==> src/rtl/demux_pkg.sv <==
// Shared lane count, slot width and slot type for the 1:4 beat collector.
// Latency: n/a (types and constants only).
// Backpressure: n/a.
package demux_pkg;
    localparam int NUM_LANES = 4;
    localparam int SLOT_W    = 2;
    typedef logic [SLOT_W-1:0] slot_t;
endpackage

==> src/rtl/demux_lane_decode.sv <==
// 2-to-4 one-hot lane write-enable decode, the inverse of the 4:1 slice mux select.
// Latency: combinational.
// Backpressure: none; all lanes stay low when en_i is low.
module demux_lane_decode
    import demux_pkg::*;
(
    input  slot_t                slot_i,
    input  logic                 en_i,
    output logic [NUM_LANES-1:0] lane_en_o
);

    always_comb begin
        lane_en_o = '0;
        for (int k = 0; k < NUM_LANES; k++) begin
            lane_en_o[k] = en_i && (slot_i == slot_t'(k));
        end
    end

endmodule

==> src/rtl/demux_1to4_collect.sv <==
// Collects four WIDTH-bit beats into one 4*WIDTH word; DEMUX_PARITY_EN adds out_parity.
// Latency: out_valid rises the cycle after the 4th accepted beat.
// Backpressure: in_ready drops only when a completion would overwrite an unconsumed word.
module demux_1to4_collect
    import demux_pkg::*;
#(
    parameter int WIDTH = 1
) (
    input  logic                       clk,
    input  logic                       rst_n,
    input  logic                       flush,
    input  logic [WIDTH-1:0]           in_data,
    input  logic                       in_valid,
    output logic                       in_ready,
    output logic [NUM_LANES*WIDTH-1:0] out_data,
    output logic                       out_valid,
    input  logic                       out_ready,
    output logic [SLOT_W-1:0]          slot
`ifdef DEMUX_PARITY_EN
    ,
    output logic                       out_parity
`endif
);

    slot_t                       slot_q, slot_d;
    logic [WIDTH-1:0]            lane_q [NUM_LANES-1];
    logic [NUM_LANES*WIDTH-1:0]  out_data_q, out_data_d;
    logic                        out_valid_q, out_valid_d;
    logic [NUM_LANES-1:0]        lane_en;
    logic                        accept;
    logic                        wr_en;
    logic                        complete;

    // Lane 3 is never stored: the final beat goes straight into the output word.
    assign in_ready = !((slot_q == slot_t'(NUM_LANES-1)) && out_valid_q && !out_ready);
    assign accept   = in_valid && in_ready;
    assign wr_en    = accept && !flush;

    demux_lane_decode u_decode (
        .slot_i    (slot_q),
        .en_i      (wr_en),
        .lane_en_o (lane_en)
    );

    assign complete = lane_en[NUM_LANES-1];

    always_comb begin
        slot_d      = slot_q;
        out_data_d  = out_data_q;
        out_valid_d = out_valid_q;
        if (flush) begin
            slot_d = '0;
        end else if (wr_en) begin
            slot_d = slot_q + slot_t'(1);
        end
        if (out_valid_q && out_ready) begin
            out_valid_d = 1'b0;
        end
        // A completion wins over a same-cycle consume: the new word replaces the old.
        if (complete) begin
            out_data_d  = {in_data, lane_q[2], lane_q[1], lane_q[0]};
            out_valid_d = 1'b1;
        end
    end

    always_ff @(posedge clk or negedge rst_n) begin
        if (!rst_n) begin
            slot_q      <= '0;
            out_data_q  <= '0;
            out_valid_q <= 1'b0;
            for (int k = 0; k < NUM_LANES-1; k++) begin
                lane_q[k] <= '0;
            end
        end else begin
            slot_q      <= slot_d;
            out_data_q  <= out_data_d;
            out_valid_q <= out_valid_d;
            for (int k = 0; k < NUM_LANES-1; k++) begin
                if (flush) begin
                    lane_q[k] <= '0;
                end else if (lane_en[k]) begin
                    lane_q[k] <= in_data;
                end
            end
        end
    end

`ifdef DEMUX_PARITY_EN
    logic parity_q;

    always_ff @(posedge clk or negedge rst_n) begin
        if (!rst_n) begin
            parity_q <= 1'b0;
        end else if (complete) begin
            parity_q <= ^{in_data, lane_q[2], lane_q[1], lane_q[0]};
        end
    end

    assign out_parity = parity_q;
`endif

    assign out_data  = out_data_q;
    assign out_valid = out_valid_q;
    assign slot      = slot_q;

endmodule

==> config.mk <==
export PLATFORM = sky130hd
export DESIGN_NAME = demux_1to4_collect
export DESIGN_NICKNAME = d
export VERILOG_FILES = /design/src/rtl/demux_pkg.sv /design/src/rtl/demux_lane_decode.sv /design/src/rtl/demux_1to4_collect.sv
export SDC_FILE = /design/constraint.sdc
export NUM_CORES = 1
export LEC_CHECK = 0
export ABC_AREA = 0
export BUFFER_PORTS_ARGS = -buffer_cell sky130_fd_sc_hd__buf_2
export CAP_MARGIN = 10
export CORE_AREA = 2 2 39 41
export CTS_CLUSTER_DIAMETER = 150
export DETAILED_ROUTE_END_ITERATION = 8
export DIE_AREA = 0 0 41 43
export SLEW_MARGIN = 30
export SYNTH_ARGS = -nofsm -noshare
export SYNTH_HDL_FRONTEND = slang
export SYNTH_SLANG_ARGS = --single-unit
==> constraint.sdc <==
create_clock -name clk -period 1.85 [get_ports clk]
set_clock_uncertainty 0.1 [all_clocks]
set_input_delay 0.0925 -clock clk [delete_from_list [all_inputs] [get_ports clk]]
set_output_delay 0.0925 -clock clk [all_outputs]
set_load 0.05 [all_outputs]
==> impl_results.md <==
* Outcome: finished, final reports clean
* Worst Hold Slack at 46.1 ps
* RSZ-0062 raised after global routing: no
* Detailed Route Iter0 Violations at 4
* Min-Delay Path Class: in2reg
* Final Total Pwr at around 530 uW
* Crit path DAT at about 1400 ps
* Pin count of the biggest net entering global routing at 11
* Reg2Reg Setup Slack at 310 ps
* Async SR Flop Fraction at 100%
* Sw Pwr at around 150 uW
* End point of the worst hold path: out_valid$_DFFE_PN0P_
* Cell Area, Synth at 510 um2
* Number of remaining DRC errors at 0
* Post-Synthesis Cells at 43
* Diodes inserted at 0
* Switching share of power at 27.8%
* Avg Inst Size Synth at ~12 um2
* Row Count at 14
* Final Hold Fails at 0
* Post-synthesis sequential area ratio at around half
* Final Setup Violations at 0
* Critical path class: reg2out
* Fin crit share at 88.4%
* IO Pins at 14
* Synth Register Bits at 10
* First-pass GRT wire length at ~1600 um
* Main synth FF type: dfrtp_1
* Crit-path max FO at 7
* Synthesized Nets at between 50 and 60
* CP max stage delay at 440 ps
* Die height at roughly 43 um
* Fmax at 611 MHz
* GRT Total Usage at about 14%
* Synth unique cells at 16
* IO buf count at 13
* Internal power at between 300 and 400 uW
* H-tree Lvls at 1
* Initial Util at a little under two fifths
* Fin. max-slew vios at 0
* Startpoint types: flop
* Clock Sinks at 10
* Final HPWL from detailed placement at about 690 um
* CTS tree: done
* Seq pwr share at ~45%
* CTS root buf: clkbuf_4
* Rel. slew slack at approximately 83%
* CTS buffer count at 3
* Critical Path Sink Type: output port
* Worst Hold Depth at 3
* Total number of vias at 361
* Max Buffers Root-to-Sink at 2
* Sequence of cells on the critical path: ha_1 > nand3b_1 > buf_2
* 1st-pass router iterations at 4
* Die width at between 40 and 50 um
* WP buf/inv at 1
* ANT nets after route at 0
* Final nets at 72
* Core ar. at roughly 0.0014 mm2
* Worst Path Required at around 1700 ps
* Worst r2r src: slot[0]$_DFFE_PN0P_
* Post-DR vias/cell at between 4 and 5
* Worst Tran Pin Value at 257 ps
* Clk pwr share at 36.7%
* Reg clk slew, reported paths at 70 ps
* Wire per inst at roughly 12 um
* Reg2reg path depth at 4
* Multi-input logic area at 249 um2
* Layout cells sized above 1 at between 30% and 40%
* Remaining global-route overflow at 0
* Die ar. at about 0.0018 mm2
* Crit-path leading delay family: flip-flops
* Worst R2R End: out_data[3]$_DFFE_PN0P_
* Synth warnings at 0
* PwrDens at 815 mW/mm2
* Area grow syn2layout at 27.5%
* Worst Min Path Start: out_ready
* FILL cells at ~140
* Static Leak at 0.334 nW
* FF/Latch Area at 253 um2
* Worst vdd ir at around 0.44 mV
* Vias in the first global route at between 300 and 400
* Post_cts resized at 0
* Gp weighted congestion at roughly 0.77
* Total wire length at about 900 um
* EDFF count, synth at 0
* Initial antenna violation count at 0
* Power share of the combinational group at 17.9%
* Max_cap viols at 0
* Critical path's slowest cell: dfrtp_2
* Min Tclk post-route at approximately 1600 ps
* Clock Latency Late Sink at 260 ps
-- cell usage in the layout (no fill, tap or decap) --
master,n
and2_1,1
buf_2,13
clkbuf_4,3
clkbuf_8,1
dfrtp_1,8
dfrtp_2,2
dlygate4sd3_1,2
ha_1,4
inv_1,2
mux2_2,4
mux2i_1,3
nand2_1,1
nand2b_1,6
nand3_1,4
nand3b_1,1
nand4b_1,1
nor2_1,1
nor3b_4,1
o21ai_0,2
o31ai_1,1
-- worst reg2reg max path, delay by kind of cell (launching register included) --
| family | cells | cell delay, ps |
|---|---|---|
| fa+ha+maj | 1 | 180 |
| simple gates | 2 | 380 |
| flops | 1 | 410 |
| mux | 1 | 370 |
-- layer usage --
metal,vias up,GRT usage [%],wire length [um]
li1,181,-,-
met1,174,19.1,439
met2,6,18.4,435
met3,0,3.14,24
met4,0,10.0,0
met5,-,0,0
-- flip-flops by register name (all words and copies together) (netlist names) --
name,count
out_valid,1
out_data,4
lane_q,3
slot,2
-- power groups by stage --
stage          clock network, mW  logic [mW]  registers [mW]
2_1_floorplan                  0      0.0304           0.279
3_3_place_gp                   0      0.0931           0.245
3_5_place_dp                   0      0.0931           0.245
4_1_cts                    0.204      0.0966           0.240
5_1_grt                    0.217       0.105           0.243
6_report                   0.195      0.0949           0.241
-- through the flow --
| step | instances | utilization [%] | instance area (um2) | setup WS [ps] | TNS (ps) |
|---|---|---|---|---|---|
| 2_1_floorplan | 43 | - | 513 | -106 | -279 |
| 3_3_place_gp | 71 | 42.9 | 594 | 331 | 0 |
| 3_5_place_dp | 71 | 42.9 | 594 | 309 | 0 |
| 4_1_cts | 77 | 47.0 | 651 | 206 | 0 |
| 5_1_grt | 77 | 47.0 | 651 | 126 | 0 |
| 6_report | 77 | 47.0 | 651 | 214 | 0 |
-- what timing repair did --
| action | in CTS | in global routing |
|---|---|---|
| hold endpoints to repair | 11 | 0 |
| setup buffers | 0 | 0 |
| hold buffers | 2 | 0 |
-- synth_stat cells, types with 2 or more instances --
cell	instances	area, um2
ha_1	4	50.1
nand2b_1	6	37.5
inv_1	2	7.51
mux2i_1	3	30.0
mux2_2	4	45.0
o21ai_0	2	10.0
dfrtp_1	10	250
nand3_1	4	20.0
-- cell families after synthesis --
kind of cell	share of synthesized area [%]
buffers and inverters	2.21
multiplexers	14.7
adder cells (fa/ha/maj)	9.80
AO/OA/AOI/OAI	3.43
AND/OR/NAND/NOR	20.8
flip-flops	49.0
-- worst max-delay path by stage --
stage / startpoint / to / cells past startpoint
floorplan: slot[0]$_DFFE_PN0P_ / slot[1]$_DFFE_PN0P_ / 4
global placement: slot[0]$_DFFE_PN0P_ / out_data[3]$_DFFE_PN0P_ / 4
detailed placement: slot[0]$_DFFE_PN0P_ / out_data[3]$_DFFE_PN0P_ / 4
CTS: slot[0]$_DFFE_PN0P_ / in_ready / 3
global route: slot[0]$_DFFE_PN0P_ / in_ready / 3
finish: slot[0]$_DFFE_PN0P_ / in_ready / 3
-- cell type report --
class | count | share of cell area (%)
Timing Repair Buffer | 15 | 13.1
Multi-Input combinational cell | 30 | 38.3
Sequential cell | 10 | 38.8
Clock buffer | 4 | 5.58
Inverter | 2 | 1.15
Tap cell | 16 | 3.08
No activity file was read; power rests on OpenSTA's default activity.
